[src/rtl/countdown_timer.sv]
// MM:SS BCD countdown datapath with an optional alarm beep sequencer.
// Define COUNTDOWN_ALARM_EN to build the alarm FSM; otherwise alarm is tied low.
module countdown_timer #(
    parameter int unsigned BEEP_COUNT = 3
) (
    input  logic       clk,
    input  logic       reset,
    input  logic       tick_1hz,
    input  logic       beat_pulse,
    input  logic       load,
    input  logic       enable,
    input  logic       alarm_ack,
    input  logic [3:0] load_min_tens,
    input  logic [3:0] load_min_ones,
    input  logic [3:0] load_sec_tens,
    input  logic [3:0] load_sec_ones,
    output logic [3:0] min_tens,
    output logic [3:0] min_ones,
    output logic [3:0] sec_tens,
    output logic [3:0] sec_ones,
    output logic       timer_done,
    output logic       done_pulse,
    output logic       alarm
);

    localparam int unsigned DIGIT_W = 4;

    logic [DIGIT_W-1:0] min_tens_d, min_ones_d, sec_tens_d, sec_ones_d;
    logic               decrement;
    logic               at_one_sec;
    logic               done_pulse_d;

    function automatic logic [DIGIT_W-1:0] clamp_digit(input logic [DIGIT_W-1:0] d,
                                                       input logic [DIGIT_W-1:0] max_d);
        return (d > max_d) ? max_d : d;
    endfunction

    assign timer_done = (min_tens == 4'd0) && (min_ones == 4'd0) &&
                        (sec_tens == 4'd0) && (sec_ones == 4'd0);
    assign at_one_sec = (min_tens == 4'd0) && (min_ones == 4'd0) &&
                        (sec_tens == 4'd0) && (sec_ones == 4'd1);
    assign decrement  = tick_1hz & enable & ~load & ~timer_done;

    // Load with per-digit clamp, else borrow-chain decrement, else hold.
    always_comb begin
        min_tens_d   = min_tens;
        min_ones_d   = min_ones;
        sec_tens_d   = sec_tens;
        sec_ones_d   = sec_ones;
        done_pulse_d = decrement & at_one_sec;
        if (load) begin
            min_tens_d = clamp_digit(load_min_tens, 4'd9);
            min_ones_d = clamp_digit(load_min_ones, 4'd9);
            sec_tens_d = clamp_digit(load_sec_tens, 4'd5);
            sec_ones_d = clamp_digit(load_sec_ones, 4'd9);
        end else if (decrement) begin
            if (sec_ones != 4'd0) begin
                sec_ones_d = sec_ones - 4'd1;
            end else begin
                sec_ones_d = 4'd9;
                if (sec_tens != 4'd0) begin
                    sec_tens_d = sec_tens - 4'd1;
                end else begin
                    sec_tens_d = 4'd5;
                    if (min_ones != 4'd0) begin
                        min_ones_d = min_ones - 4'd1;
                    end else begin
                        min_ones_d = 4'd9;
                        min_tens_d = min_tens - 4'd1;
                    end
                end
            end
        end
    end

    always_ff @(posedge clk or posedge reset) begin
        if (reset) begin
            min_tens   <= 4'd0;
            min_ones   <= 4'd0;
            sec_tens   <= 4'd0;
            sec_ones   <= 4'd0;
            done_pulse <= 1'b0;
        end else begin
            min_tens   <= min_tens_d;
            min_ones   <= min_ones_d;
            sec_tens   <= sec_tens_d;
            sec_ones   <= sec_ones_d;
            done_pulse <= done_pulse_d;
        end
    end

`ifdef COUNTDOWN_ALARM_EN
    typedef enum logic [1:0] {
        S_IDLE     = 2'd0,
        S_BEEP_ON  = 2'd1,
        S_BEEP_OFF = 2'd2
    } alarm_state_t;

    alarm_state_t       state_q, state_d;
    logic [DIGIT_W-1:0] beeps_left_q, beeps_left_d;
    logic               alarm_d;

    always_ff @(posedge clk or posedge reset) begin
        if (reset) begin
            state_q      <= S_IDLE;
            beeps_left_q <= 4'd0;
            alarm        <= 1'b0;
        end else begin
            state_q      <= state_d;
            beeps_left_q <= beeps_left_d;
            alarm        <= alarm_d;
        end
    end

    // Ack or load silences from any state and wins over a coincident done_pulse.
    always_comb begin
        state_d      = state_q;
        beeps_left_d = beeps_left_q;
        if (alarm_ack || load) begin
            state_d = S_IDLE;
        end else begin
            case (state_q)
                S_IDLE: begin
                    if (done_pulse) begin
                        state_d      = S_BEEP_ON;
                        beeps_left_d = DIGIT_W'(BEEP_COUNT);
                    end
                end
                S_BEEP_ON: begin
                    if (beat_pulse) state_d = S_BEEP_OFF;
                end
                S_BEEP_OFF: begin
                    if (beat_pulse) begin
                        if (beeps_left_q == 4'd1) begin
                            state_d = S_IDLE;
                        end else begin
                            beeps_left_d = beeps_left_q - 4'd1;
                            state_d      = S_BEEP_ON;
                        end
                    end
                end
                default: state_d = S_IDLE;
            endcase
        end
    end

    // Registered alarm tracks the BEEP_ON state exactly.
    always_comb begin
        alarm_d = (state_d == S_BEEP_ON);
    end
`else
    logic unused_alarm_inputs;
    assign unused_alarm_inputs = ^{alarm_ack, beat_pulse, DIGIT_W'(BEEP_COUNT)};
    assign alarm = 1'b0;
`endif

endmodule

[config.mk]
export PLATFORM = sky130hd
export DESIGN_NAME = countdown_timer
export DESIGN_NICKNAME = d
export VERILOG_FILES = /design/src/rtl/countdown_timer.sv
export SDC_FILE = /design/constraint.sdc
export NUM_CORES = 1
export LEC_CHECK = 0
export BUFFER_PORTS_ARGS = -buffer_cell sky130_fd_sc_hd__buf_2
export CAP_MARGIN = 20
export CELL_PAD_IN_SITES_DETAIL_PLACEMENT = 0
export CELL_PAD_IN_SITES_GLOBAL_PLACEMENT = 1
export CORE_ASPECT_RATIO = 1.5
export CORE_MARGIN = 2
export CORE_UTILIZATION = 37
export DETAILED_ROUTE_END_ITERATION = 7
export GPL_TIMING_DRIVEN = 0
export PLACE_DENSITY_LB_ADDON = 0.1
export SYNTH_ARGS = -nofsm -noshare
export SYNTH_HDL_FRONTEND = slang
export SYNTH_SLANG_ARGS = --single-unit
export TNS_END_PERCENT = 50
[constraint.sdc]
create_clock -name clk -period 3.05 [get_ports clk]
set_clock_uncertainty 0.2 [all_clocks]
set_input_delay 0.7625 -clock clk [delete_from_list [all_inputs] [get_ports clk]]
set_output_delay 0.7625 -clock clk [all_outputs]
set_load 0.05 [all_outputs]
==> flow_summary.yaml, run 1 <==
layout:
  area.sequential_um2: 425.4
  drive_gt1_share_pct: 32.16
  syn_to_final_growth_pct: 28.46
  diodes: 0
  num-nets-final: 197
  multiInputGateArea_um2: 665.6
  fillers: 317
timing:
  setup_ws_ps: 134.1
  clock.fmax_ghz: 0.3429
  slew_violations: 0
  worst_slew_pin_slew_ps: 693.7
  fin_crit_sh_pct: 95.60
  setup_violations: 0
  tns_ps: 0
  rsz0062_at_grt: "no"
  hold_violations: 0
  slew-limit-headroom_pct: 53.70
  period_needed_ps: 2916
status:
  status: "completed"
synth:
  ys.flop_type: "dfrtp_1"
  yosysWarnings: 0
  async_flop_share_pct: 100.0
  syn-num-nets: 154
  synth.cell_area_mm2: 0.001121
  syn_avg_cell_area_um2: 8.691
  synth_cells: 129
  synth_edf_count: 0
  ys_seq_area_share_pct: 37.95
  synth_seq_cells: 17
  ys_types: 42
setup_path:
  worstSetupPathType: "reg2out"
  endpoint_kind: "output pin"
  required_ps: 2090
  cp_max_fo: 4
  cp-start-kind: "flop"
  cp.arrival_ps: 1950
routing:
  postRouteAntennaNets: 0
  vias: 1158
  drt-initial-drc-count: 26
  wl_per_cell_um: 14.57
  remaining_drc_errors: 0
  first_pass_iters: 4
  viasPerCell: 5.514
  wl_um: 3060
clock_tree:
  ctsHoldBuffers: 0
  cts.sinks: 17
  path_clk_slew_ps: 70
  cts_tree: "yes"
  cts_max_level: 1
  cts_root_buf: "clkbuf_8"
  clock_path_buffers: 2
  cts_made_buffers: 3
  clk_latency_ps: 250
global_routing:
  grt_start_max_net_pins: 18
  grt_first_pass_wirelength_um: 5009
  grt_usage_pct: 18.62
  overflow: 0
  grt_pass1_vias: 1073
  antenna_found_initial: 0
place:
  routabilityCongestion: 0.8222
  dp_hpwl_um: 2278
  pre_cts_ws_ps: 226.2
  port_buffers: 38
floorplanning:
  rows: 24
  start_util_pct: 38.49
  core-area_mm2: 0.002913
  die_x_um: 48.95
  dieArea_mm2: 0.003495
  ios: 42
  die_h_um: 71.42
power:
  p_leak_nw: 0.6246
  peakVddDrop_mv: 0.2020
  powerDensity_mw_per_mm2: 450.2
  fin_total_pwr_mw: 0.6484
flow_run:
  cap_viol_max_count: 0
worst_hold_path:
  min_path_type: "reg2reg"
## cells in the final DEF (no fill, tap or decap), types with 3 or more instances in the layout
cell type  instances
a31oi_1            3
o21ai_0           11
dfrtp_1           17
nand4_1            3
nor3_1             5
nand2_1            8
clkbuf_8           3
clkbuf_1           5
nor4_4             3
nor4_1             3
buf_2             39
a21oi_1           10
o31a_1             3
nor2_1            12
inv_1              7
nand3_1            3
nand2b_1           3
## synth_stat cells (all sizes together) (2+ instances only)
| master | number | area [um^2] |
|---|---|---|
| dfrtp | 17 | 425.4 |
| nor2 | 12 | 45.04 |
| o21ai | 11 | 55.05 |
| a21oi | 10 | 50.05 |
| nand2 | 8 | 30.03 |
| inv | 7 | 26.28 |
| nor4 | 7 | 65.06 |
| nor3 | 5 | 25.02 |
| clkbuf | 4 | 15.01 |
| a31oi | 3 | 18.77 |
| buf | 3 | 23.77 |
| nand2b | 3 | 18.77 |
| nand3 | 3 | 15.01 |
| nand4 | 3 | 18.77 |
| o31a | 3 | 26.28 |
| a211oi | 2 | 15.01 |
| a31o | 2 | 17.52 |
| ha | 2 | 25.02 |
| mux2i | 2 | 20.02 |
| nor3b | 2 | 15.01 |
| o21a | 2 | 15.01 |
| or4 | 2 | 22.52 |
## what timing repair did
action,4_1_cts,5_1_grt
setup buffers,0,0
gates resized for setup,2,1
hold endpoints to repair,0,0
endpoints found under the setup margin,1,1
## worst paths after layout
check | start | depth (start not counted) | slack, ps | to
min in group asynchronous | reset | 2 | 410 | sec_tens[0]
min | sec_tens[3] | 1 | 400 | sec_tens[3]
max reg2reg | sec_tens[3] | 4 | 880 | min_tens[0]
max | min_tens[0] | 6 | 130 | timer_done
min reg2reg | sec_tens[3] | 1 | 400 | sec_tens[3]
max in group asynchronous | reset | 2 | 1800 | min_ones[2]
## per-stage QoR
stage	utilization, %	hold WS (ps)	std cells	instance area [um^2]
6_report	49.44	398.6	210	1440
5_1_grt	49.44	414.6	210	1440
4_1_cts	49.14	399.0	210	1431
3_5_place_dp	47.21	389.2	206	1375
3_3_place_gp	47.21	372.5	206	1375
2_1_floorplan	-	488.6	129	1136
## routing by layer
| metal | vias to the layer above | track usage [%] | share of wire [%] |
|---|---|---|---|
| met3 | 2 | 2.917 | 3.1 |
| met1 | 564 | 22.19 | 41 |
| met4 | 0 | 8.889 | 0.69 |
| li1 | 566 | - | - |
| met5 | - | 0 | 0 |
| met2 | 26 | 32.57 | 55 |
## flip-flops by register name (all words and copies together) (netlist names)
signal and count:
done_pulse 1, min_ones 4, min_tens 4, sec_ones 4, sec_tens 4
## kinds of logic (layout without fill, tap and decap cells)
logic type | after synthesis | after routing | share of synthesized area, %
other | 1 | 1 | 0.3345
muxes | 2 | 2 | 1.786
DFF | 17 | 17 | 37.95
and+or+nand+nor | 52 | 52 | 28.01
buffers and inverters | 14 | 56 | 5.803
adders and majority gates | 2 | 2 | 2.232
AOI/OAI and AO/OA | 41 | 41 | 23.89
## power by group
part	leakage [nW]	internal, mW	switching [mW]
clock	0.0228	0.0928	0.0801
sequential	0.202	0.244	0.0308
combinational	0.400	0.0613	0.139
## final cells by class
| type | instances | share of cell area (%) |
|---|---|---|
| Sequential cell | 17 | 29.54 |
| Buffer | 7 | 2.693 |
| Multi-Input combinational cell | 98 | 46.22 |
| Timing Repair Buffer | 38 | 13.21 |
| Tap cell | 39 | 3.388 |
| Inverter | 7 | 1.825 |
| Clock buffer | 4 | 3.128 |
## worst max-delay path, stage by stage (launching register included)
cell,delay [ps]
dfrtp_1,390
inv_1,140
ha_1,150
nor3b_2,270
nand2_1,210
nor4_4,230
buf_2,300
No activity file was read; power rests on OpenSTA's default activity.
==> inputs of run 2 (changes only) <==
- BUFFER_PORTS_ARGS: -buffer_cell sky130_fd_sc_hd__buf_2 -> unset
- CORE_UTILIZATION: 37 -> 47
- DONT_BUFFER_PORTS: unset -> 1
- GPL_TIMING_DRIVEN: 0 -> unset
- MAX_ROUTING_LAYER: unset -> met4
==> run 2 against run 1 <==
First-iteration DRC count grew 35%. Fmax increased by 3.5%. Die area fell by 20%. Register-to-register slack worse by 230 ps. Clock-buffer cell count stayed put. Critical path type unchanged. Critical endpoint unchanged.
==> flow_summary.yaml, run 2 (same netlist as run 1, synthesis figures left out) <==
routing:
  first_pass_iters: 4
  viasPerCell: 6.377
  postRouteAntennaNets: 0
  wl_per_cell_um: 17.20
  drt-initial-drc-count: 35
  vias: 1065
  wl_um: 2872
  remaining_drc_errors: 0
floorplanning:
  core-area_mm2: 0.002260
  dieArea_mm2: 0.002800
  rows: 21
  start_util_pct: 49.61
  die_x_um: 43.88
  die_h_um: 63.82
  ios: 42
timing:
  slew_violations: 0
  fin_crit_sh_pct: 92.41
  setup_ws_ps: 231.5
  setup_violations: 0
  tns_ps: 0
  hold_violations: 0
  hold_slack_ps: 243.3
  worst_slew_pin_slew_ps: 684.8
  rsz0062_at_grt: "no"
  clock.fmax_ghz: 0.3548
  slew-limit-headroom_pct: 54.30
  period_needed_ps: 2819
global_routing:
  grt_start_max_net_pins: 22
  grt_pass1_vias: 1107
  use_met3_pct: 2.825
  overflow: 0
  met1_usage_pct: 28.34
  grt_first_pass_wirelength_um: 4857
  grt-busiest-layer: "met2"
  grt_usage_pct: 23.25
  antenna_found_initial: 0
  met2_usage_pct: 37.87
worst_hold_path:
  min_path_type: "in2async"
clock_tree:
  cts_tree: "yes"
  cts_max_level: 1
  path_clk_slew_ps: 100
  cts_setup_buffers: 0
  post_cts_resized: 0
  cts.sinks: 17
  cts_made_buffers: 3
  clk_latency_ps: 290
  clock_path_buffers: 2
  ctsHoldBuffers: 0
  cts_root_buf: "clkbuf_4"
layout:
  num-nets-final: 170
  multiInputGateArea_um2: 650.6
  syn_to_final_growth_pct: 16.41
  design_area_mm2: 0.001305
  drive_gt1_share_pct: 21.53
  area.sequential_um2: 425.4
  diodes: 0
  fillers: 228
  layout_common_cells: "dfrtp_1 (17), buf_4 (17), nor2_1 (12), o21ai_0 (11), a21oi_1 (10)"
setup_path:
  cp_slowest_stage_delay_ps: 390
  r2r-end: "min_tens[3]"
  r2r_start: "sec_tens[3]"
  slowest_stage: "dfrtp_1"
  cp_max_fo: 4
  worstSetupPathType: "reg2out"
  reg2reg_depth: 5
  path_cells: "inv_1, ha_1, nor3b_2, nand2_1, nor4_4, buf_12"
  cp.arrival_ps: 1860
  required_ps: 2090
  endpoint_kind: "output pin"
  rrSetupSlack_ps: 650
  startpoint: "min_tens[0]"
  cp-start-kind: "flop"
flow_run:
  cap_viol_max_count: 0
place:
  routabilityCongestion: 0.7988
  pre_cts_ws_ps: 424.1
  port_buffers: 0
  dpl_cell_area_mm2: 0.001274
  dp_hpwl_um: 2167
power:
  fin_total_pwr_mw: 0.5830
  peakVddDrop_mv: 0.2483
  p_leak_nw: 0.5300
  powerDensity_mw_per_mm2: 446.8
status:
  status: "completed"
==> run 2: cell types whose count changed in the layout (fill, tap and decap cells not counted), sizes merged <==
| cell | previous run | this run |
|---|---|---|
| buf | 41 | 18 |
| clkbuf | 8 | 4 |
==> run 2: layout make-up <==
| type | instances | area share, % |
|---|---|---|
| sequential | 17 | 32.60 |
| timing repair buffer | 18 | 11.31 |
| tap | 23 | 2.205 |
| clock buffer | 4 | 2.013 |
| inverter | 7 | 2.013 |
| multi-input combinational | 98 | 49.86 |
==> run 2: per-stage QoR <==
step	std cells	utilization [%]
finish	167	57.75
global route	167	57.75
CTS	167	57.53
detailed placement	163	56.37
global placement	163	56.37
floorplan	129	-
==> run 2: where the power goes <==
group / switching [mW] / internal [mW]
combinational: 0.130 / 0.0580
clock: 0.0740 / 0.0510
sequential: 0.0267 / 0.244
total: 0.230 / 0.353
==> run 2: critical path, delay by kind of cell (launching register included) <==
family,cells,cell delay [ps]
AND/OR/NAND/NOR,3,710
adder cells (fa/ha/maj),1,150
buffers and inverters,2,310
flip-flops,1,390
==> run 2: layer usage <==
| metal | share of wire, % | routed length, um |
|---|---|---|
| met4 | 2.1 | 59 |
| met3 | 4.4 | 125 |
| met5 | 0 | 0 |
| met2 | 53 | 1525 |
| met1 | 40 | 1160 |
==> run 2: worst max-delay path by stage <==
stage	end	slack, ps	cells after the start
after floorplan	timer_done	70	5
after global placement	timer_done	480	6
after detailed placement	timer_done	420	6
after CTS	timer_done	80	6
after global routing	timer_done	80	4
final	timer_done	230	6
==> inputs of run 3 (changes only) <==
- CORE_UTILIZATION: 47 -> 44
- clock period: 3.05 -> 2.8 ns (I/O delays scaled with it)
==> run 3 against run 2 <==
Design area rose by 1.9%. Final cell count increased by 1.8%. Sequential share of layout area fell by 0.43 points. Via count decreased by 0.66%. Clock power is 6% higher. Critical endpoint unchanged. Largest cell class unchanged. Highest routed layer unchanged.
==> flow_summary.yaml, run 3 (same netlist as run 1, synthesis figures left out) <==
status:
  status: "completed"
setup_path:
  worstSetupPathType: "reg2out"
  cp_max_fo: 6
  required_ps: 1900
  cp.arrival_ps: 1740
  endpoint_kind: "output pin"
  cp-start-kind: "flop"
routing:
  first_pass_iters: 4
  wl_per_cell_um: 16.74
  wl_um: 2846
  postRouteAntennaNets: 0
  vias: 1058
  remaining_drc_errors: 0
  drt-initial-drc-count: 8
  viasPerCell: 6.224
timing:
  slew-limit-headroom_pct: 53.07
  rsz0062_at_grt: "no"
  setup_ws_ps: 162.9
  slew_violations: 0
  period_needed_ps: 2637
  worst_slew_pin_slew_ps: 703.2
  clock.fmax_ghz: 0.3792
  hold_violations: 0
  tns_ps: 0
  fin_crit_sh_pct: 94.18
  setup_violations: 0
clock_tree:
  clk_latency_ps: 290
  cts_max_level: 1
  cts.sinks: 17
  ctsHoldBuffers: 0
  cts_made_buffers: 3
  cts_root_buf: "clkbuf_4"
  path_clk_slew_ps: 110
  clock_path_buffers: 2
  cts_tree: "yes"
floorplanning:
  ios: 42
  rows: 22
  start_util_pct: 46.28
  die_h_um: 65.82
  core-area_mm2: 0.002422
  die_x_um: 45.22
  dieArea_mm2: 0.002976
place:
  routabilityCongestion: 0.8178
  dp_hpwl_um: 2141
  port_buffers: 0
  pre_cts_ws_ps: 318.7
  place_inst: 165
global_routing:
  grt_first_pass_wirelength_um: 4616
  grt_usage_pct: 21.48
  grt_start_max_net_pins: 22
  antenna_found_initial: 0
  overflow: 0
  grt_pass1_vias: 1086
flow_run:
  cap_viol_max_count: 0
power:
  powerDensity_mw_per_mm2: 477.4
  peakVddDrop_mv: 0.2574
  p_leak_nw: 0.5372
layout:
  num-nets-final: 172
  layout_common_cells: "buf_4 (19), dfrtp_1 (15), nor2_1 (12), o21ai_0 (11), a21oi_1 (10)"
  mostFrequentLayoutCell: "buf_4"
  drive_gt1_share_pct: 24.66
  diodes: 0
  syn_to_final_growth_pct: 18.64
  instances_no_fill: 170
worst_hold_path:
  min_path_type: "in2async"
==> run 3: critical path, cell delays in order (launching register included) <==
cell and delay (ps):
dfrtp_1 610, nor2_1 220, nand2_1 140, nor4_4 300
buf_12 180
==> run 3: timing repair <==
item                       in CTS  in global routing
gates resized for setup         0                  1
setup buffers                   1                  0
setup endpoints to repair       1                  1
==> run 3: through the flow <==
stage / power (mW) / hold slack, ps / utilization [%] / cell area (um^2)
detailed placement: 0.5063 / 453.5 / 53.31 / 1291
global route: 0.6697 / 255.5 / 54.91 / 1330
CTS: 0.6452 / 206.5 / 54.70 / 1325
finish: 0.6349 / 192.7 / 54.91 / 1330
floorplan: 0.4560 / 425.9 / - / 1145
global placement: 0.5021 / 437.1 / 53.31 / 1291
==> run 3: worst paths after layout <==
check	startpoint	to	slack, ps	cells after the start
worst max-delay path	sec_ones[2]	timer_done	160	4
worst min-delay path	reset	sec_ones[3]	190	1
worst max register to register	sec_tens[1]	min_tens[3]	500	5
worst min register to register	sec_tens[1]	done_pulse	460	3
max in group asynchronous	reset	min_tens[0]	1710	1
min in group clk	load	min_ones[0]	300	1
==> run 3: area by class of cell <==
type,count,area (um^2)
Fill cell,237,1092
Multi-Input combinational cell,98,656.9
Sequential cell,17,427.9
Timing Repair Buffer,20,162.7
Tap cell,24,30.03
Clock buffer,4,26.28
Inverter,7,26.28
==> run 3: power by group <==
group	switching (mW)	internal, mW
Combinational	0.139	0.0655
Clock	0.0781	0.0553
Sequential	0.0310	0.266
==> run 3: layer usage <==
metal,share of wire [%],GRT usage [%]
met5,0,-
met4,0.67,7.721
met3,4.0,2.186
met2,55,38.39
met1,41,23.79
